===== config.mk =====
export PLATFORM = sky130hd
export DESIGN_NAME = parallel_serial_interface
export DESIGN_NICKNAME = d
export VERILOG_FILES = /design/src/rtl/parallel_serial_interface.sv
export SDC_FILE = /design/constraint.sdc
export NUM_CORES = 1
export LEC_CHECK = 0
export ABC_AREA = 1
export CORE_MARGIN = 3
export CORE_UTILIZATION = 45
export CTS_CLUSTER_SIZE = 40
export DETAILED_ROUTE_END_ITERATION = 8
export GPL_TIMING_DRIVEN = 0
export PLACE_DENSITY = 0.87
export SYNTH_ARGS = -nofsm -noshare
export SYNTH_HDL_FRONTEND = slang
export SYNTH_SLANG_ARGS = --single-unit

===== constraint.sdc =====
create_clock -name clk -period 4.1 [get_ports clk]
set_clock_uncertainty 0.05 [all_clocks]
set_input_delay 0.82 -clock clk [delete_from_list [all_inputs] [get_ports clk]]
set_output_delay 0.82 -clock clk [all_outputs]
set_load 0.02 [all_outputs]

===== src/rtl/parallel_serial_interface.sv =====
// Output stage of the matrix-inversion datapath: captures nine result elements
// on start and streams them as bytes (a..i, high byte first) with valid/ready.
module parallel_serial_interface #(
  parameter int WORD_W = 16
) (
  input  logic              clk,
  input  logic              rst,
  input  logic              start,
  input  logic [WORD_W-1:0] a_out,
  input  logic [WORD_W-1:0] b_out,
  input  logic [WORD_W-1:0] c_out,
  input  logic [WORD_W-1:0] d_out,
  input  logic [WORD_W-1:0] e_out,
  input  logic [WORD_W-1:0] f_out,
  input  logic [WORD_W-1:0] g_out,
  input  logic [WORD_W-1:0] h_out,
  input  logic [WORD_W-1:0] i_out,
  output logic [7:0]        serial_out,
  output logic              serial_valid,
  input  logic              serial_ready,
  output logic              busy,
  output logic              done
);

  localparam int BPW   = WORD_W / 8;
  localparam int NB    = 9 * BPW;
  localparam int CNT_W = $clog2(NB);
  localparam logic [CNT_W-1:0] LAST = CNT_W'(NB - 1);

  typedef enum logic [1:0] {
    IDLE,
    SEND,
    DONE
  } state_t;

  state_t           state_q, state_d;
  logic [CNT_W-1:0] cnt_q, cnt_d;
  logic [NB*8-1:0]  shadow_q;
  logic [7:0]       byte_sel;
  logic             load;

  assign load = (state_q == IDLE) && start;

  // NOTE: the shadow holds pure data that is always rewritten before it is
  // read, so it has no reset; that keeps it out of the reset tree.
  always_ff @(posedge clk) begin
    if (load) begin
      shadow_q <= {a_out, b_out, c_out, d_out, e_out, f_out, g_out, h_out, i_out};
    end
  end

  // NOTE: sequential state uses non-blocking assignments so every register
  // samples the pre-edge values of its neighbours.
  always_ff @(posedge clk or negedge rst) begin
    if (!rst) begin
      state_q <= IDLE;
      cnt_q   <= '0;
    end else begin
      state_q <= state_d;
      cnt_q   <= cnt_d;
    end
  end

  // NOTE: every combinational output gets a default first so no path can
  // leave it unassigned and infer a latch.
  always_comb begin
    state_d = state_q;
    cnt_d   = cnt_q;
    unique case (state_q)
      IDLE: begin
        if (start) begin
          state_d = SEND;
          cnt_d   = '0;
        end
      end
      SEND: begin
        if (serial_ready) begin
          if (cnt_q == LAST) begin
            state_d = DONE;
            cnt_d   = '0;
          end else begin
            cnt_d = cnt_q + CNT_W'(1);
          end
        end
      end
      DONE:    state_d = IDLE;
      default: state_d = IDLE;
    endcase
  end

  // Byte k of the stream sits k bytes below the top of the packed shadow.
  always_comb begin
    byte_sel = '0;
    for (int k = 0; k < NB; k++) begin
      if (cnt_q == CNT_W'(k)) begin
        byte_sel = shadow_q[(NB-1-k)*8 +: 8];
      end
    end
  end

  assign serial_valid = (state_q == SEND);
  assign serial_out   = serial_valid ? byte_sel : 8'h00;
  assign busy         = (state_q != IDLE);
  assign done         = (state_q == DONE);

endmodule


Word level (Yosys, flattened, before mapping)
Cells that the tools add are included.

Add/subtract/negate cells: 1. Eq/ne operators: 22. Multiplexer cells: 27. Reductions and logical operators: 7.

Operator list (count): $mux W8 (19); $eq A5 B4 Y1 const B (8); $eq A5 B3 Y1 const B (4); $mux W5 (3); $eq A5 B2 Y1 const B (2); $eq A5 B5 Y1 const B (2); $pmux W5 S2 (1); $mux W2 (3); $reduce_and A3 Y1 (2); $add A5 B1 Y5 const B (1); $eq A5 B1 Y1 const B (1); $logic_not A5 Y1 (1); $ne A2 B1 Y1 const B (2); $pmux W2 S2 (1); $reduce_bool A2 Y1 (2); $eq A2 B1 Y1 const B (1); $eq A2 B2 Y1 const B (1); $logic_not A2 Y1 (1); $ne A2 B2 Y1 const B (1); $logic_and A1 B1 Y1 (1).

Register bits: 151. Input bits: 148. Logic and storage cells: 60.

Logic depth before layout (Yosys ltp)
Gate-level depths: netlist of run 1.

Word-level depth: 20. Depth in mapped cells: 23.

Worst setup path before layout of run 1
OpenSTA, ideal clock, no wires.

Path kind: input to register. From: input port start. To: register shadow_q[0] (enable). Library setup time: 0.497 ns. Arrival: 3.687 ns. Required time: 3.553 ns. Slack: -0.134 ns. Stages: 2. Path buffers: 0. Cell sequence: nand2_1 -> inv_1.

Cells in the longest elaborated chain, start to end: 1.

RTL lines: start: declaration (RTL line 8) `input logic start,`; $logic_and A1 B1 Y1 (RTL line 42) `assign load = (state_q == IDLE) && start;`; via load (RTL line 40) `logic load;`; end signal: assignment (RTL line 48) `shadow_q <= {a_out, b_out, c_out, d_out, e_out, f_out, g_out, h_out, i_out};`; end: declaration (RTL line 38) `logic [NB*8-1:0] shadow_q;`.

The timed path passes the listed nets, and every way through them passes these cells. A chain may end at the register's enable or synchronous reset.

Worst setup path after layout of run 1
From: register cnt_q[0]. To: output port serial_out[7].

Cells in the longest elaborated chain, start to end: 20. Elaborated cells between the ends (all ways): 37.

RTL lines: start: declaration (RTL line 37) `logic [CNT_W-1:0] cnt_q, cnt_d;`; start signal: assignment (RTL line 60) `cnt_q <= cnt_d;`; $logic_not A5 Y1 (RTL line 95) `if (cnt_q == CNT_W'(k)) begin`; $mux W8 (17 in series) (RTL line 95); $mux W8 (*) (RTL line 95); $mux W8 (*) (RTL line 102) `assign serial_out = serial_valid ? byte_sel : 8'h00;`; end: declaration (RTL line 18) `output logic [7:0] serial_out,`.

Mark *: on every way between the ends. The rest lies on a longest branch, timed or not.

==> results of run 1 <==
## layout make-up
| cell class | instances | area, um^2 |
|---|---|---|
| inverter | 92 | 359 |
| clock inverter | 13 | 133 |
| tap | 180 | 225 |
| sequential | 151 | 4500 |
| clock buffer | 17 | 425 |
| buffer | 10 | 66.3 |
| fill | 1037 | 4820 |
| multi-input combinational | 373 | 1880 |
| timing repair buffer | 176 | 1740 |
## critical path, stage by stage (launching register included)
cell and delay (ns):
dfrtp_1 0.43, inv_2 0.15, ha_4 0.15, inv_2 0.04
nor2_4 0.11, buf_4 0.16, buf_6 0.14, nand3_1 0.08
nand2_1 0.08, inv_1 0.05, nand2_1 0.06, nand2_1 0.08
nand2_1 0.08, nand2_1 0.07, nand2_1 0.06, nand2_1 0.05
nand2_1 0.07, nand2_1 0.05, nand3_1 0.08, nand3_1 0.09
nand4_1 0.12, nand3_1 0.11, nand2_1 0.12, a21oi_2 0.06
nor2_1 0.09, buf_4 0.15
## report_power, final
group	internal [mW]	leakage (nW)	switching, mW
Combinational	1.08	2.00	1.82
Clock	0.884	0.267	0.597
Sequential	1.94	1.38	0.109
## per-stage QoR
stage	util (%)	setup WS [ns]	power [mW]	std cells	hold WS (ns)
finish	65.9	0.0905	6.43	1012	0.544
global route	65.9	-0.0560	6.83	1012	0.562
CTS	64.7	0.00248	6.19	1003	0.538
detailed placement	60.1	-0.168	4.68	967	0.524
global placement	59.7	-0.651	4.61	964	0.497
floorplan	-	0.583	3.64	626	0.474
## cell usage after synthesis (all sizes together), types with 2 or more instances
cell type,n
o21ai,33
nand2,197
nand3,55
ha,5
edfxtp,144
nor3,2
dfrtp,7
inv,92
or2,17
a21oi,11
clkbuf,4
nand4,4
o22ai,2
buf,6
nor2,41
o211ai,3
## worst max-delay path by stage
stage / from / to / slack [ns]
floorplan: start / shadow_q[0]$_DFFE_PP_ / 0.58
global placement: start / shadow_q[82]$_DFFE_PP_ / -0.65
detailed placement: cnt_q[0]$_DFFE_PN0P_ / serial_out[6] / -0.17
CTS: cnt_q[2]$_DFFE_PN0P_ / serial_out[1] / 0.002
global route: cnt_q[0]$_DFFE_PN0P_ / serial_out[7] / -0.06
finish: cnt_q[0]$_DFFE_PN0P_ / serial_out[7] / 0.09
## timing repair
item                                    CTS  global route
setup buffers                             6             8
cloned                                    0             1
hold buffers                              0             0
endpoints found under the setup margin    8             8
resized for setup                        32            59
pin swaps                                 4            22
## sequential cells by signal (all words and copies together), names as in the netlist
register and flops:
state_q 2, cnt_q 5, shadow_q 144
## logic make-up (layout without fill, tap and decap cells)
kind of cell	after synthesis	after routing	synth area share, %
and+or+nand+nor	317	317	20.9
DFF	151	151	67.8
buffers and inverters	102	308	6.15
AOI/OAI and AO/OA	51	51	4.21
adders and majority gates	5	5	0.943
## routing by layer
layer	wire, um	track usage (%)	vias to the layer above
li1	-	-	2462
met1	6540	24.4	2347
met2	8560	34.5	197
met3	927	5.23	36
met4	458	8.58	0
met5	0	0	-
==> impl_metrics.env, run 1 <==
export IMPL_die_w_um=127
export IMPL_synthFlopType="edfxtp_1"
export IMPL_ioPinCount=159
export IMPL_die_y_um=127
export IMPL_worst_slew_margin_rel_pct=57.0
export IMPL_ys_top_cells_by_area="edfxtp_1 65%, nand2_1 11%, inv_1 4.6%"
export IMPL_powerDensity_nw_per_um2=689
export IMPL_first_pass_iters=5
export IMPL_cp_arrival_ns=3.14
export IMPL_row_count=43
export IMPL_holdPathEnd="state_q[0]$_DFFE_PN0P_"
export IMPL_synth_cell_types=31
export IMPL_vias=5042
export IMPL_setup_violations_final=0
export IMPL_hp_start="state_q[1]$_DFFE_PN0P_"
export IMPL_cts_max_level=4
export IMPL_outcome="completed"
export IMPL_synth_cell_area_um2=6640
export IMPL_final_area_um2=9330
export IMPL_finalNetCount=974
export IMPL_clk_latency_ns=0.42
export IMPL_tns_ns=0
export IMPL_maxCapViolations=0
export IMPL_grt_antenna_before_repair=0
export IMPL_drive_above_1_share_pct=15.5
export IMPL_ir_drop_mv=0.336
export IMPL_numPortBuffers=158
export IMPL_grt_pass1_wl_um=24900
export IMPL_via_per_inst=4.98
export IMPL_gp_congestion=0.848
export IMPL_seq_area_frac_synth_pct=67.8
export IMPL_r2r_start="cnt_q[1]$_DFFE_PN0P_"
export IMPL_area_growth_pct=40.6
export IMPL_synthCells=626
export IMPL_finalMaxSlewViolations=0
export IMPL_ys_warn_count=0
export IMPL_r2r_slack_ns=2.15
export IMPL_grt_max_degree=48
export IMPL_final_cell_mix="185 x nand2_1, 150 x clkdlybuf4s50_1, 144 x edfxtp_1"
export IMPL_cts_tree="done"
export IMPL_syn_area_per_cell_um2=10.6
export IMPL_cts_sinks=151
export IMPL_asyncSetResetFlopFracSynth_pct=4.64
export IMPL_dieArea_um2=16200
export IMPL_p_leak_nw=3.65
export IMPL_worst_r2r_path_depth=8
export IMPL_syn_nets=779
export IMPL_r2r_end="cnt_q[1]$_DFFE_PN0P_"
export IMPL_hold_viol=0
export IMPL_worstSetupPathType="flop to output pin"
export IMPL_drc_errors=0
export IMPL_grt_usage_pct=20.2
export IMPL_cts_clk_slew_worst_paths_ns=0.06
export IMPL_critPathMaxFanout=8
export IMPL_yosys_area_top_type="edfxtp_1"
export IMPL_timing_fmax_mhz=249
export IMPL_post_dp_cell_area_um2=8510
export IMPL_drt_iter0_markers=478
export IMPL_cp_end_kind="output pin"
export IMPL_start_kind="flop"
export IMPL_required_ns=3.23
export IMPL_start_util_pct=46.9
export IMPL_cts_root_buf="clkbuf_16"
export IMPL_layout_commonest_cell="nand2_1"
export IMPL_period_share_pct=97.8
export IMPL_hp_class="flop to flop"
export IMPL_tightest_slew_ns=0.639
export IMPL_yosys_register_bits=151
export IMPL_synth_edf_count=144
export IMPL_first_global_vias=4977
export IMPL_clockBufferDepth=2
export IMPL_ant_nets=0
export IMPL_dp_hpwl_um=11500
export IMPL_cts_buffers=17
export IMPL_wire_per_inst_um=16.3
export IMPL_grt_overflow=0
export IMPL_finalCriticalPeriod_ns=4.01
export IMPL_whs_path_depth=1
export IMPL_coreArea_um2=14100
export IMPL_rsz0062_at_grt="yes"
export IMPL_n_antenna_cell=0
export IMPL_yosys_area_top_type_share_pct=65.2
export IMPL_wl_um=16500
No activity file was read; power rests on OpenSTA's default activity.
==> run 2, diff against run 1 <==
- CORE_MARGIN: 3 -> 5
==> run 2 against run 1 <==
  * Flip-flop and latch count unchanged
  * Wire length up 1.9%
  * Power up 1.1%
  * Sequential power about the same
  * Setup slack better by 0.020 ns
  * Sequential share of layout area about the same
  * Final cell count about the same
  * Hold slack worse by 0.016 ns
  * Clock power up 7%
  * Combinational power down 1%
  * Global-route usage down 1.4 points
  * Design area about the same
  * Critical endpoint unchanged
  * Largest power group unchanged
==> impl_metrics.env, run 2 (synthesis results as in run 1) <==
export IMPL_r2r_end="shadow_q[90]$_DFFE_PP_"
export IMPL_finalNetCount=971
export IMPL_post_dp_cell_area_um2=8510
export IMPL_clk_latency_ns=0.42
export IMPL_crit_cells=24
export IMPL_gp_congestion=0.842
export IMPL_cts_sinks=151
export IMPL_first_global_vias=5065
export IMPL_postCtsHoldBufs=0
export IMPL_worst_r2r_path_depth=5
export IMPL_largest_reg_flops=144
export IMPL_p_clk_share_pct=24.2
export IMPL_dp_hpwl_um=12000
export IMPL_cts_clk_slew_worst_paths_ns=0.06
export IMPL_powerDensity_nw_per_um2=696
export IMPL_hold_viol=0
export IMPL_period_share_pct=97.3
export IMPL_ant_nets=0
export IMPL_top_regs="shadow_q x144, cnt_q x5, state_q x2"
export IMPL_crit_family="simple AND/OR/NAND/NOR gates"
export IMPL_grt_max_degree=45
export IMPL_final_area_um2=9340
export IMPL_final_cell_mix="187 x nand2_1, 150 x clkdlybuf4s50_1, 144 x edfxtp_1"
export IMPL_post_route_util_pct=64.5
export IMPL_finalMaxSlewViolations=0
export IMPL_via_per_inst=4.97
export IMPL_start_kind="flop"
export IMPL_top_register="shadow_q"
export IMPL_setup_worst_path_end="serial_out[7]"
export IMPL_cts_buffers=17
export IMPL_setup_violations_final=0
export IMPL_crit_slowest_cell="dfrtp_2"
export IMPL_tightest_slew_ns=0.693
export IMPL_clockBufferDepth=2
export IMPL_swShare_pct=38.3
export IMPL_timing_critical_path_buf_inv=8
export IMPL_cp_slowest_stage_delay_ns=0.46
export IMPL_first_pass_iters=5
export IMPL_wire_per_inst_um=16.6
export IMPL_timing_fmax_mhz=251
export IMPL_wl_um=16800
export IMPL_coreArea_um2=14500
export IMPL_drive_above_1_share_pct=14.5
export IMPL_n_antenna_cell=0
export IMPL_outcome="completed"
export IMPL_cp_cell_sequence="inv_4, ha_1, inv_2, nor2_4, buf_4, inv_2, nor2_4, inv_2, buf_8, o21ai_2, inv_1, nand2_1, nand2_1, nand2_1, nand2_1, nand2_1, nand3_1, nand3_1, nand4_1, nand3_1, nand2_1, a21oi_2, nor2_1, buf_4"
export IMPL_start_util_pct=45.8
export IMPL_cts_tree="done"
export IMPL_r2r_start="state_q[1]$_DFFE_PN0P_"
export IMPL_drc_errors=0
export IMPL_rsz0062_at_grt="yes"
export IMPL_maxCapViolations=0
export IMPL_layout_commonest_cell="nand2_1"
export IMPL_intPower_mw=4.01
export IMPL_grt_antenna_before_repair=0
export IMPL_ioPinCount=159
export IMPL_hp_class="flop to flop"
export IMPL_grt_overflow=0
export IMPL_cp_end_kind="output pin"
export IMPL_drt_iter0_markers=302
export IMPL_r2r_slack_ns=1.94
export IMPL_crit_start="cnt_q[0]$_DFFE_PN0P_"
export IMPL_vias=5035
export IMPL_cts_root_buf="clkbuf_16"
export IMPL_die_y_um=131
export IMPL_cp_arrival_ns=3.12
export IMPL_p_leak_nw=3.67
export IMPL_die_w_um=131
export IMPL_power_frac_comb_pct=44.1
export IMPL_area_growth_pct=40.7
export IMPL_dieArea_um2=17300
export IMPL_cp_common_cell="nand2_1"
export IMPL_cts_max_level=4
export IMPL_finalCriticalPeriod_ns=3.99
export IMPL_required_ns=3.23
export IMPL_pwr_share_seq_pct=31.7
export IMPL_grt_usage_pct=18.9
export IMPL_worstSetupPathType="flop to output pin"
export IMPL_p_sw_mw=2.49
export IMPL_worst_slew_margin_rel_pct=53.7
export IMPL_place_ws_ns=-0.157
export IMPL_finalWorstSetupSlack_ns=0.111
export IMPL_critPathMaxFanout=10
export IMPL_ir_drop_mv=0.322
export IMPL_row_count=44
export IMPL_grt_pass1_wl_um=25500
export IMPL_numPortBuffers=158
## run 2: per-stage QoR
step / TNS (ns) / hold slack [ns] / std cells / power (mW)
after floorplan: 0 / 0.474 / 626 / 3.64
after global placement: -96.53 / 0.499 / 968 / 4.62
after detailed placement: -0.460 / 0.525 / 971 / 4.69
after CTS: 0 / 0.537 / 1005 / 6.25
after global routing: -0.302 / 0.553 / 1013 / 6.91
final: 0 / 0.528 / 1013 / 6.50
## run 2: power by group through the flow
stage          Clock [mW]  Combinational (mW)  Sequential (mW)
6_report             1.58                2.86             2.06
2_1_floorplan           0                1.58             2.06
3_3_place_gp            0                2.54             2.08
4_1_cts              1.61                2.60             2.04
3_5_place_dp            0                2.63             2.06
5_1_grt              1.67                3.17             2.07
## run 2: layout make-up
cell class                 count  area (um^2)
buffer                        10         70.1
clock buffer                  18          429
clock inverter                12          160
fill                        1069         5140
inverter                      92          359
multi-input combinational    373         1870
sequential                   151         4500
tap                          184          230
timing repair buffer         173         1720
## run 2: repair_timing
action / CTS / global route
setup endpoints to repair: 8 / 8
buffers inserted: 4 / 8
endpoints found under the hold margin: 0 / 0
resized for setup: 34 / 56
pin swaps: 4 / 23
## run 2: worst min path at each step
stage	startpoint	end	slack [ns]	depth (start not counted)
floorplan	rst	cnt_q[0]$_DFFE_PN0P_	0.47	0
global placement	state_q[1]$_DFFE_PN0P_	state_q[0]$_DFFE_PN0P_	0.50	1
detailed placement	state_q[1]$_DFFE_PN0P_	state_q[0]$_DFFE_PN0P_	0.53	1
CTS	state_q[1]$_DFFE_PN0P_	state_q[0]$_DFFE_PN0P_	0.54	1
global route	state_q[1]$_DFFE_PN0P_	state_q[0]$_DFFE_PN0P_	0.55	1
finish	state_q[1]$_DFFE_PN0P_	state_q[0]$_DFFE_PN0P_	0.53	1
## run 2: per-layer routing
layer,wire length [um],share of wire (%),GRT usage (%),vias up
li1,-,-,-,2457
met1,6700,40,22.2,2343
met2,8540,51,31.6,188
met3,809,4.8,4.40,47
met4,750,4.5,10.9,0
met5,0,0,0,-
